<file path="src/rtl/hypercorex_csr_regfile.sv">
// hypercorex_csr_regfile: host CSR front-end for the HDC core.
// Control/status registers, instruction write port and AM prediction FIFO.
module hypercorex_csr_regfile #(
    parameter int unsigned CsrDataWidth     = 32,
    parameter int unsigned CsrAddrWidth     = 32,
    parameter int unsigned InstAddrWidth    = 8,
    parameter int unsigned PredictWidth     = 8,
    parameter int unsigned PredictFifoDepth = 4
) (
    input  logic                     clk_i,
    input  logic                     rst_i,
    input  logic [CsrAddrWidth-1:0]  csr_req_addr_i,
    input  logic [CsrDataWidth-1:0]  csr_req_data_i,
    input  logic                     csr_req_write_i,
    input  logic                     csr_req_valid_i,
    output logic                     csr_req_ready_o,
    output logic [CsrDataWidth-1:0]  csr_rsp_data_o,
    output logic                     csr_rsp_valid_o,
    input  logic                     csr_rsp_ready_i,
    input  logic                     core_busy_i,
    input  logic [PredictWidth-1:0]  am_predict_i,
    input  logic                     am_predict_valid_i,
    input  logic [InstAddrWidth-1:0] inst_pc_i,
    input  logic [CsrDataWidth-1:0]  inst_at_addr_i,
    input  logic [CsrDataWidth-1:0]  observable_i,
    output logic                     start_o,
    output logic                     core_clr_o,
    output logic                     seq_test_o,
    output logic [1:0]               ima_mux_o,
    output logic                     imb_mux_o,
    output logic                     inst_write_mode_o,
    output logic                     inst_dbg_mode_o,
    output logic                     inst_clr_o,
    output logic                     inst_wr_en_o,
    output logic [InstAddrWidth-1:0] inst_wr_addr_o,
    output logic [CsrDataWidth-1:0]  inst_wr_data_o,
    output logic [InstAddrWidth-1:0] inst_rddbg_addr_o,
    output logic [1:0]               loop_mode_o,
    output logic [23:0]              loop_jump_addr_o,
    output logic [23:0]              loop_end_addr_o,
    output logic [23:0]              loop_count_o,
    output logic [CsrDataWidth-1:0]  slice_mode_o,
    output logic [CsrDataWidth-1:0]  slice_num_elem_o
);

    localparam int unsigned PtrW = $clog2(PredictFifoDepth);
    localparam int unsigned CntW = PtrW + 1;
    localparam logic [CntW-1:0] FifoFull = CntW'(PredictFifoDepth);

    logic                     rsp_valid_q, rsp_valid_d;
    logic [CsrDataWidth-1:0]  rsp_data_q, rsp_data_d;
    logic                     start_q, start_d;
    logic                     core_clr_q, core_clr_d;
    logic                     seq_test_q, seq_test_d;
    logic [1:0]               ima_mux_q, ima_mux_d;
    logic                     imb_mux_q, imb_mux_d;
    logic                     inst_wmode_q, inst_wmode_d;
    logic                     inst_dbg_q, inst_dbg_d;
    logic                     inst_clr_q, inst_clr_d;
    logic [InstAddrWidth-1:0] inst_addr_q, inst_addr_d;
    logic [CsrDataWidth-1:0]  inst_data_q, inst_data_d;
    logic                     inst_wr_en_q, inst_wr_en_d;
    logic [InstAddrWidth-1:0] inst_wr_addr_q, inst_wr_addr_d;
    logic [InstAddrWidth-1:0] dbg_addr_q, dbg_addr_d;
    logic [1:0]               loop_mode_q, loop_mode_d;
    logic [23:0]              loop_jump_q, loop_jump_d;
    logic [23:0]              loop_end_q, loop_end_d;
    logic [23:0]              loop_count_q, loop_count_d;
    logic [CsrDataWidth-1:0]  slice_mode_q, slice_mode_d;
    logic [CsrDataWidth-1:0]  slice_num_q, slice_num_d;

    logic [PredictWidth-1:0]  fifo_mem_q [PredictFifoDepth];
    logic [PredictWidth-1:0]  fifo_mem_d [PredictFifoDepth];
    logic [PtrW-1:0]          fifo_rptr_q, fifo_rptr_d;
    logic [PtrW-1:0]          fifo_wptr_q, fifo_wptr_d;
    logic [CntW-1:0]          fifo_cnt_q, fifo_cnt_d;
    logic                     fifo_ovf_q, fifo_ovf_d;

    logic                     req_fire;
    logic                     req_wr;
    logic                     req_rd;
    logic                     addr_hit;
    logic [3:0]               req_idx;
    logic [15:0]              wr_hit;
    logic [CsrDataWidth-1:0]  rd_data;
    logic [PredictWidth-1:0]  fifo_head;
    logic                     fifo_empty;
    logic                     fifo_full;
    logic                     fifo_pop;
    logic                     fifo_push;
    logic                     fifo_drop;
    logic                     fifo_clr;

    assign csr_req_ready_o = !rsp_valid_q || csr_rsp_ready_i;
    assign req_fire  = csr_req_valid_i && csr_req_ready_o;
    assign addr_hit  = (csr_req_addr_i < CsrAddrWidth'(16));
    assign req_idx   = csr_req_addr_i[3:0];
    assign req_wr    = req_fire && csr_req_write_i && addr_hit;
    assign req_rd    = req_fire && !csr_req_write_i && addr_hit;
    assign wr_hit    = req_wr ? (16'd1 << req_idx) : 16'd0;

    assign fifo_head  = fifo_mem_q[fifo_rptr_q];
    assign fifo_empty = (fifo_cnt_q == '0);
    assign fifo_full  = (fifo_cnt_q == FifoFull);
    assign fifo_pop   = req_rd && (req_idx == 4'd2) && !fifo_empty;
    assign fifo_push  = am_predict_valid_i && (!fifo_full || fifo_pop);
    assign fifo_drop  = am_predict_valid_i && fifo_full && !fifo_pop;
    assign fifo_clr   = wr_hit[0] && csr_req_data_i[6];

    // Read data mux, sampled in the accept cycle.
    always_comb begin
        rd_data = '0;
        unique case (req_idx)
            4'd0: begin
                rd_data[1]   = core_busy_i;
                rd_data[2]   = seq_test_q;
                rd_data[4:3] = ima_mux_q;
                rd_data[5]   = imb_mux_q;
            end
            4'd1: rd_data[CntW-1:0] = fifo_cnt_q;
            4'd2: begin
                if (!fifo_empty) begin
                    rd_data[PredictWidth-1:0] = fifo_head;
                end
                rd_data[8] = !fifo_empty;
                rd_data[9] = fifo_ovf_q;
            end
            4'd3: begin
                rd_data[0] = inst_wmode_q;
                rd_data[1] = inst_dbg_q;
            end
            4'd4: rd_data[InstAddrWidth-1:0] = inst_addr_q;
            4'd5: rd_data = inst_data_q;
            4'd6: rd_data[InstAddrWidth-1:0] = dbg_addr_q;
            4'd7: rd_data[InstAddrWidth-1:0] = inst_pc_i;
            4'd8: rd_data = inst_at_addr_i;
            4'd9: rd_data[1:0] = loop_mode_q;
            4'd10: rd_data[23:0] = loop_jump_q;
            4'd11: rd_data[23:0] = loop_end_q;
            4'd12: rd_data[23:0] = loop_count_q;
            4'd13: rd_data = slice_mode_q;
            4'd14: rd_data = slice_num_q;
            default: rd_data = observable_i;
        endcase
        if (!addr_hit) begin
            rd_data = '0;
        end
    end

    // Response register: load on accept, hold until the host consumes it.
    always_comb begin
        rsp_valid_d = rsp_valid_q;
        rsp_data_d  = rsp_data_q;
        if (req_fire) begin
            rsp_valid_d = 1'b1;
            rsp_data_d  = csr_req_write_i ? '0 : rd_data;
        end else if (csr_rsp_ready_i) begin
            rsp_valid_d = 1'b0;
        end
    end

    // Control registers, pulses and the auto-incrementing write port.
    always_comb begin
        start_d        = wr_hit[0] && csr_req_data_i[0] && !core_busy_i;
        core_clr_d     = fifo_clr;
        seq_test_d     = seq_test_q;
        ima_mux_d      = ima_mux_q;
        imb_mux_d      = imb_mux_q;
        inst_wmode_d   = inst_wmode_q;
        inst_dbg_d     = inst_dbg_q;
        inst_clr_d     = wr_hit[3] && csr_req_data_i[2];
        inst_addr_d    = inst_addr_q;
        inst_data_d    = inst_data_q;
        inst_wr_en_d   = wr_hit[5] && inst_wmode_q;
        inst_wr_addr_d = inst_wr_addr_q;
        dbg_addr_d     = dbg_addr_q;
        loop_mode_d    = loop_mode_q;
        loop_jump_d    = loop_jump_q;
        loop_end_d     = loop_end_q;
        loop_count_d   = loop_count_q;
        slice_mode_d   = slice_mode_q;
        slice_num_d    = slice_num_q;
        if (wr_hit[0]) begin
            seq_test_d = csr_req_data_i[2];
            ima_mux_d  = csr_req_data_i[4:3];
            imb_mux_d  = csr_req_data_i[5];
        end
        if (wr_hit[3]) begin
            inst_wmode_d = csr_req_data_i[0];
            inst_dbg_d   = csr_req_data_i[1];
        end
        if (wr_hit[4]) begin
            inst_addr_d = csr_req_data_i[InstAddrWidth-1:0];
        end
        if (wr_hit[5]) begin
            inst_data_d = csr_req_data_i;
            if (inst_wmode_q) begin
                inst_wr_addr_d = inst_addr_q;
                inst_addr_d    = inst_addr_q + InstAddrWidth'(1);
            end
        end
        if (wr_hit[6]) begin
            dbg_addr_d = csr_req_data_i[InstAddrWidth-1:0];
        end
        if (wr_hit[9]) begin
            loop_mode_d = csr_req_data_i[1:0];
        end
        if (wr_hit[10]) begin
            loop_jump_d = csr_req_data_i[23:0];
        end
        if (wr_hit[11]) begin
            loop_end_d = csr_req_data_i[23:0];
        end
        if (wr_hit[12]) begin
            loop_count_d = csr_req_data_i[23:0];
        end
        if (wr_hit[13]) begin
            slice_mode_d = csr_req_data_i;
        end
        if (wr_hit[14]) begin
            slice_num_d = csr_req_data_i;
        end
    end

    // Prediction FIFO: a pop frees a slot for a same-cycle push; clear wins.
    always_comb begin
        fifo_mem_d  = fifo_mem_q;
        fifo_rptr_d = fifo_rptr_q;
        fifo_wptr_d = fifo_wptr_q;
        fifo_cnt_d  = fifo_cnt_q;
        fifo_ovf_d  = fifo_ovf_q;
        if (fifo_push) begin
            fifo_mem_d[fifo_wptr_q] = am_predict_i;
            fifo_wptr_d = fifo_wptr_q + PtrW'(1);
        end
        if (fifo_pop) begin
            fifo_rptr_d = fifo_rptr_q + PtrW'(1);
        end
        if (fifo_push && !fifo_pop) begin
            fifo_cnt_d = fifo_cnt_q + CntW'(1);
        end else if (fifo_pop && !fifo_push) begin
            fifo_cnt_d = fifo_cnt_q - CntW'(1);
        end
        if (fifo_drop) begin
            fifo_ovf_d = 1'b1;
        end
        if (fifo_clr) begin
            fifo_rptr_d = '0;
            fifo_wptr_d = '0;
            fifo_cnt_d  = '0;
            fifo_ovf_d  = 1'b0;
        end
    end

    // State registers with synchronous reset.
    always_ff @(posedge clk_i) begin
        if (rst_i) begin
            rsp_valid_q    <= 1'b0;
            rsp_data_q     <= '0;
            start_q        <= 1'b0;
            core_clr_q     <= 1'b0;
            seq_test_q     <= 1'b0;
            ima_mux_q      <= '0;
            imb_mux_q      <= 1'b0;
            inst_wmode_q   <= 1'b0;
            inst_dbg_q     <= 1'b0;
            inst_clr_q     <= 1'b0;
            inst_addr_q    <= '0;
            inst_data_q    <= '0;
            inst_wr_en_q   <= 1'b0;
            inst_wr_addr_q <= '0;
            dbg_addr_q     <= '0;
            loop_mode_q    <= '0;
            loop_jump_q    <= '0;
            loop_end_q     <= '0;
            loop_count_q   <= '0;
            slice_mode_q   <= '0;
            slice_num_q    <= '0;
            fifo_mem_q     <= '{default: '0};
            fifo_rptr_q    <= '0;
            fifo_wptr_q    <= '0;
            fifo_cnt_q     <= '0;
            fifo_ovf_q     <= 1'b0;
        end else begin
            rsp_valid_q    <= rsp_valid_d;
            rsp_data_q     <= rsp_data_d;
            start_q        <= start_d;
            core_clr_q     <= core_clr_d;
            seq_test_q     <= seq_test_d;
            ima_mux_q      <= ima_mux_d;
            imb_mux_q      <= imb_mux_d;
            inst_wmode_q   <= inst_wmode_d;
            inst_dbg_q     <= inst_dbg_d;
            inst_clr_q     <= inst_clr_d;
            inst_addr_q    <= inst_addr_d;
            inst_data_q    <= inst_data_d;
            inst_wr_en_q   <= inst_wr_en_d;
            inst_wr_addr_q <= inst_wr_addr_d;
            dbg_addr_q     <= dbg_addr_d;
            loop_mode_q    <= loop_mode_d;
            loop_jump_q    <= loop_jump_d;
            loop_end_q     <= loop_end_d;
            loop_count_q   <= loop_count_d;
            slice_mode_q   <= slice_mode_d;
            slice_num_q    <= slice_num_d;
            fifo_mem_q     <= fifo_mem_d;
            fifo_rptr_q    <= fifo_rptr_d;
            fifo_wptr_q    <= fifo_wptr_d;
            fifo_cnt_q     <= fifo_cnt_d;
            fifo_ovf_q     <= fifo_ovf_d;
        end
    end

    assign csr_rsp_valid_o   = rsp_valid_q;
    assign csr_rsp_data_o    = rsp_data_q;
    assign start_o           = start_q;
    assign core_clr_o        = core_clr_q;
    assign seq_test_o        = seq_test_q;
    assign ima_mux_o         = ima_mux_q;
    assign imb_mux_o         = imb_mux_q;
    assign inst_write_mode_o = inst_wmode_q;
    assign inst_dbg_mode_o   = inst_dbg_q;
    assign inst_clr_o        = inst_clr_q;
    assign inst_wr_en_o      = inst_wr_en_q;
    assign inst_wr_addr_o    = inst_wr_addr_q;
    assign inst_wr_data_o    = inst_data_q;
    assign inst_rddbg_addr_o = dbg_addr_q;
    assign loop_mode_o       = loop_mode_q;
    assign loop_jump_addr_o  = loop_jump_q;
    assign loop_end_addr_o   = loop_end_q;
    assign loop_count_o      = loop_count_q;
    assign slice_mode_o      = slice_mode_q;
    assign slice_num_elem_o  = slice_num_q;

endmodule

</file>
<file path="config.mk">
export PLATFORM = sky130hd
export DESIGN_NAME = hypercorex_csr_regfile
export DESIGN_NICKNAME = d
export VERILOG_FILES = /design/src/rtl/hypercorex_csr_regfile.sv
export SDC_FILE = /design/constraint.sdc
export NUM_CORES = 1
export LEC_CHECK = 0
export ABC_AREA = 1
export ABC_CLOCK_PERIOD_IN_PS = 3410
export CORE_ASPECT_RATIO = 0.5
export CORE_MARGIN = 1.5
export CORE_UTILIZATION = 24
export CTS_CLUSTER_DIAMETER = 120
export DETAILED_ROUTE_END_ITERATION = 7
export GPL_TIMING_DRIVEN = 0
export PLACE_DENSITY = 0.57
export SYNTH_ARGS = -nofsm -noshare
export SYNTH_HDL_FRONTEND = slang
export SYNTH_SLANG_ARGS = --single-unit
</file>
<file path="constraint.sdc">
create_clock -name clk_i -period 3.41 [get_ports clk_i]
set_input_delay 0.682 -clock clk_i [delete_from_list [all_inputs] [get_ports clk_i]]
set_output_delay 0.682 -clock clk_i [all_outputs]
set_load 0.02 [all_outputs]
</file>
# Word level (Yosys, flattened, before mapping)
# Index checks and enable logic that the tools add are counted.
[totals] latchBits=0 wordCells=120 output_inout_bits=230 ff_bits=277 mem_bits_rw=0 mem_count=0 romBits=0
[op_classes] div_mod_pow=0 mux=25 magnitude_cmp=4 shift=1 bitwise=2 eq_ne=15 reduce_logical=39 mul=0 addsub=5
[ops] cell="$pmux W14 S8" n=1
[ops] cell="$mux W32" n=2
[ops] cell="$mux W8" n=7
[ops] cell="$pmux W8 S5" n=1
[ops] cell="$pmux W3 S13" n=1
[ops] cell="$bwmux W32" n=1
[ops] cell="$lt A32 B5 Y1 const B" n=1
[ops] cell="$pmux W1 S15" n=2
[ops] cell="$eq A4 B4 Y1 const B" n=7
[ops] cell="$pmux W2 S12" n=1
[ops] cell="$logic_and A1 B1 Y1" n=18
[ops] cell="$pmux W2 S9" n=1
[ops] cell="$bmux W8 S2" n=1
[ops] cell="$demux W8 S2" n=1
[ops] cell="$eq A4 B3 Y1 const B" n=4
[ops] cell="$mux W15" n=1
[ops] cell="$shl A1 B4 Y15 const A" n=1
[ops] cell="$pmux W1 S14" n=1
[ops] cell="$reduce_or A11 Y1" n=1
[ops] cell="$add A8 B1 Y8 const B" n=1
[ops] cell="$eq A4 B2 Y1 const B" n=2
[ops] cell="$reduce_or A8 Y1" n=1
[ops] cell="$logic_not A1 Y1" n=7
[ops] cell="$reduce_or A7 Y1" n=1
[ops] cell="other kinds (18)" n=26

# Longest topological paths before layout
[depth] ltp_word=13 depth_mapped=17

# Worst setup path before layout
# No wires, ideal clock.
[synth_timing] path_kind="input-to-reg" start="input port csr_rsp_ready_i" end="register fifo_cnt_q[2]" path_buffers=2 slack_ps=558 t_arrival_ps=2728 path_stages=17 cell_sequence="inv_1 nand2_2 nand2_2 buf_6 nor2_2 nand3_4 nand2_2 buf_8 nand2_1 inv_1 ha_1 inv_1 fa_1 o21ai_0 a21oi_1 xnor2_1 nor2_1"
[synth_via] elab_chain_len=11 elab_cells_between_ends=19 classes_between="mux: 2; reduce/logical: 17"
[synth_lines] element="start: declaration" line="19" text="input logic csr_rsp_ready_i,"
[synth_lines] element="$logic_or A1 B1 Y1 *" line="94" text="assign csr_req_ready_o = !rsp_valid_q || csr_rsp_ready_i;"
[synth_lines] element="via csr_req_ready_o" line="16" text="output logic csr_req_ready_o,"
[synth_lines] element="$logic_and A1 B1 Y1 *" line="95" text="assign req_fire = csr_req_valid_i && csr_req_ready_o;"
[synth_lines] element="$logic_and A1 B1 Y1 * (2 in a row)" line="99" text="assign req_rd = req_fire && !csr_req_write_i && addr_hit;"
[synth_lines] element="$logic_and A1 B1 Y1 * (2 in a row)" line="105" text="assign fifo_pop = req_rd && (req_idx == 4'd2) && !fifo_empty;"
[synth_lines] element="$logic_or A1 B1 Y1 *" line="106" text="assign fifo_push = am_predict_valid_i && (!fifo_full || fifo_pop);"
[synth_lines] element="$logic_and A1 B1 Y1 *" line="106"
[synth_lines] element="via fifo_push" line="90" text="logic fifo_push;"
[synth_lines] element="$logic_not A1 Y1" line="241" text="end else if (fifo_pop && !fifo_push) begin"
[synth_lines] element="$logic_and A1 B1 Y1" line="241"
[synth_lines] element="$reduce_bool A2 Y1 (no source line)"
[synth_lines] element="end signal: assignment" line="309" text="fifo_cnt_q <= fifo_cnt_d;"
[synth_lines] element="end: declaration" line="76" text="logic [CntW-1:0] fifo_cnt_q, fifo_cnt_d;"
# The timed path passes the listed nets; every way through them passes the cells marked *.
# A chain may end at the register's enable or synchronous reset.

# Worst setup path after layout
[layout_timing] start="input port csr_req_addr_i[1]" end="register fifo_cnt_q[2]"
[layout_via] elab_chain_len=9 elab_cells_between_ends=18 classes_between="order compare: 1; eq/ne: 1; shift: 1; mux: 2; reduce/logical: 13"
[layout_lines] element="start: declaration" line="12" text="input logic [CsrAddrWidth-1:0] csr_req_addr_i,"
[layout_lines] element="$lt A32 B5 Y1" line="96" text="assign addr_hit = (csr_req_addr_i < CsrAddrWidth'(16));"
[layout_lines] element="$logic_and A1 B1 Y1" line="99"
[layout_lines] element="$logic_and A1 B1 Y1 * (2 in a row)" line="105"
[layout_lines] element="$logic_or A1 B1 Y1 *" line="106"
[layout_lines] element="$logic_and A1 B1 Y1 *" line="106"
[layout_lines] element="via fifo_push" line="90"
[layout_lines] element="$logic_not A1 Y1" line="241"
[layout_lines] element="$logic_and A1 B1 Y1" line="241"
[layout_lines] element="$reduce_bool A2 Y1 (no source line)"
# Marked as above.

==> results by group <==
Logic synthesis
  – Part of the Yosys area used for sequential elements: 0.425
  – Yosys top cell by area: dfxtp_1
  – Synth Area per Inst: 7.17 um2
  – Mapped Cells: 1822
  – Synth Register Bits: 277
  – Synth top area share: 0.425
  – Top cells by area, synth: dfxtp_1, nand2_1, nor2_1
  – Synth Warn #: 0
  – Top-count cell post-synth: nand2_1
  – Most frequent cells after synthesis: nand2_1, dfxtp_1, nor2_1, inv_1, a21oi_1
  – Number of enable flip-flop cells after synthesis: 0
  – Post-synth top flop: dfxtp_1
  – Syn nets: 1980
  – Distinct cell type count after synthesis: 47
  – Synth async-reset ratio: 0
  – Netlist Area Pre-Place: 13100 um2

Clocking
  – Setup Buffers After CTS: 0
  – Longest Clk Path Bufs: 3
  – Clock root buffer: clkbuf_16
  – Clk slew on worst S/H paths: 0.06 ns
  – Number of buffers created by CTS: 29
  – # clock sinks: 277
  – H-tree Lvls: 1
  – Resized cells post-CTS: 0
  – Worst-skew pair later-pin latency: 0.57 ns
  – TritonCTS clock tree: built
  – CTS Hold Bufs: 0

Worst setup path
  – Crit path arrival time: 3.50 ns
  – Slowest cell on the critical path: clkdlybuf4s50_1
  – Kind of critical path: primary input to flop
  – CP startpoint kind: primary input
  – Critical Path, Cell by Cell: clkdlybuf4s50_1, nand2_1, inv_2, nand2_1, nor2_4, nand3_4, nand2_2, buf_8, nand2_1, inv_1, ha_1, inv_1, fa_1, o21ai_0, a21oi_1, xnor2_1, nor2_1
  – Cell family with most CP delay: buffers and inverters
  – CP max FO: 10
  – CP most frequent cell: nand2_1
  – Crit. End Element: flop
  – Buffer and inverter count on the worst path: 5
  – Worst Path Required: 3.84 ns
  – Largest stage delay, worst path: 0.53 ns

Placement
  – Input/output buffers: 380
  – Routability cong.: 0.918
  – Detailed placement HPWL: 46600 um

Hold path
  – HP Class: flop to flop

Timing
  – WHS: 0.456 ns
  – RSZ-0062 raised after global routing: false
  – Final setup TNS: 0 ns
  – Tmin final: 3.06 ns
  – Fin. max-slew vios: 0
  – Final Hold Vio Count: 0
  – Tcrit/Tclk final: 0.899
  – Skew final: 0.0183 ns
  – Setup violators final: 0
  – Tightest Pin Transition: 0.882 ns
  – Max Fclk: 326 MHz
  – Relative slew slack: 0.412

Global route
  – Vias in the first global route: 13457
  – First-pass GRT wire length: 86500 um
  – Total Routing Usage GR: 0.204
  – Global route overflow: 0
  – Largest net degree at the start of global routing: 15
  – Initial antenna violation count: 6

Floorplan
  – Boundary pin count: 381
  – Die ar.: 55900 um2
  – Row count: 60
  – Initial core utilization: 0.243
  – Chip Height: 168 um
  – Area of the core: 53800 um2
  – Die width: 333 um

Routing
  – Remaining DRCs: 0
  – Final ANT Viol Nets: 0
  – Post-DR wirelength/cell: 20.1 um
  – WL final: 59600 um
  – Starting DRT DRC Count: 1191
  – Via count: 13999
  – Drt pass-1 iters: 5
  – Via/cell ratio: 4.72

Finish
  – Layout cells sized above 1: 0.0693
  – Layout net count: 2391
  – Util after Layout: 0.347
  – Area Growth Syn to Fin: 42.7%

Power
  – Pwr dens: 385 nW/um2
  – VDD IR max: 0.342 mV
  – Static leakage: 6.89 nW

Outcome
  – Outcome: finished, final reports clean

Flow run
  – Number of max-cap violations: 0
final timing paths:
check	from	slack (ns)	depth (start not counted)	endpoint
worst max-delay path	csr_req_addr_i[1]	0.35	17	fifo_cnt_q[2]
worst min-delay path	inst_wr_addr_o[7]	0.46	2	inst_wr_addr_o[7]
worst max register to register	csr_rsp_valid_o	0.67	16	fifo_cnt_q[2]
worst min register to register	inst_wr_addr_o[7]	0.46	2	inst_wr_addr_o[7]
layout by cell type, fill, tap and decap left out, drive strengths merged, types with 8 or more instances in the layout:
cell type      synthesis  layout
dfxtp                277     277
inv                  225     226
clkinv                10      14
o211ai                 8       8
clkbuf                50      92
buf                   56      56
a21oi                158     158
o21ai                129     129
a211oi                89      89
nand2                371     371
nand4                 54      54
o22ai                 32      32
nor3                  13      13
clkdlybuf4s50          0     380
nor2                 273     273
nand3                 42      42
cell type report:
type	instances	area [um2]
flip-flops and latches	277	5550
well taps	713	892
repair buffers	380	3800
clock inverters	6	36.3
multi-input cells	1204	6050
clock buffers	42	825
diodes	6	15.0
inverters	235	885
plain buffers	106	581
fillers	5742	35100
per-layer routing:
layer,GRT usage,share of wire,vias up
met5,0,0,-
met1,0.236,0.39,6653
met3,0.0202,0.042,133
met4,0.103,0.053,0
li1,-,-,6793
met2,0.377,0.52,420
cell families after synthesis:
group / count (synthesis) / synth area share
AOI/OAI and AO/OA: 432 / 0.200
xor gates and xnor gates: 6 / 0.00402
adders and majority gates: 7 / 0.00728
buffers and inverters: 341 / 0.112
DFF: 277 / 0.425
and+or+nand+nor: 759 / 0.252
worst min-delay path: stages, from the launching register on:
cell and delay, ns:
dfxtp_1 0.31, nand2_1 0.06, nand2_1 0.04
per-stage QoR:
| step | power, W | cells | setup slack [ns] | cell area (um2) |
|---|---|---|---|---|
| after floorplan | 0.00381 | 1822 | 0.558 | 13100 |
| after global placement | 0.00420 | 2915 | -0.273 | 17800 |
| after detailed placement | 0.00420 | 2915 | -0.306 | 17800 |
| after CTS | 0.00719 | 2963 | 0.271 | 18600 |
| after global routing | 0.00741 | 2969 | 0.0271 | 18600 |
| final | 0.00717 | 2969 | 0.346 | 18600 |
report_power, final:
part,switching (W),total [W],leakage [nW],internal (W)
sequential,0.0000368,0.00333,2.23,0.00329
combinational,0.000488,0.000812,4.23,0.000324
clock,0.00137,0.00303,0.423,0.00166
total,0.00189,0.00717,6.89,0.00528
registers in the layout, indices dropped and copies added, names as in the netlist, 2 cells and up:
| register | count |
|---|---|
| inst_addr_q | 8 |
| ima_mux_o | 2 |
| slice_num_elem_o | 32 |
| fifo_cnt_q | 3 |
| loop_mode_o | 2 |
| fifo_rptr_q | 2 |
| csr_rsp_data_o | 32 |
| inst_wr_data_o | 32 |
| loop_jump_addr_o | 24 |
| inst_wr_addr_o | 8 |
| slice_mode_o | 32 |
| inst_rddbg_addr_o | 8 |
| fifo_wptr_q | 2 |
| fifo_mem_q | 32 |
| loop_end_addr_o | 24 |
| loop_count_o | 24 |
(Power assumes the default switching activity.)
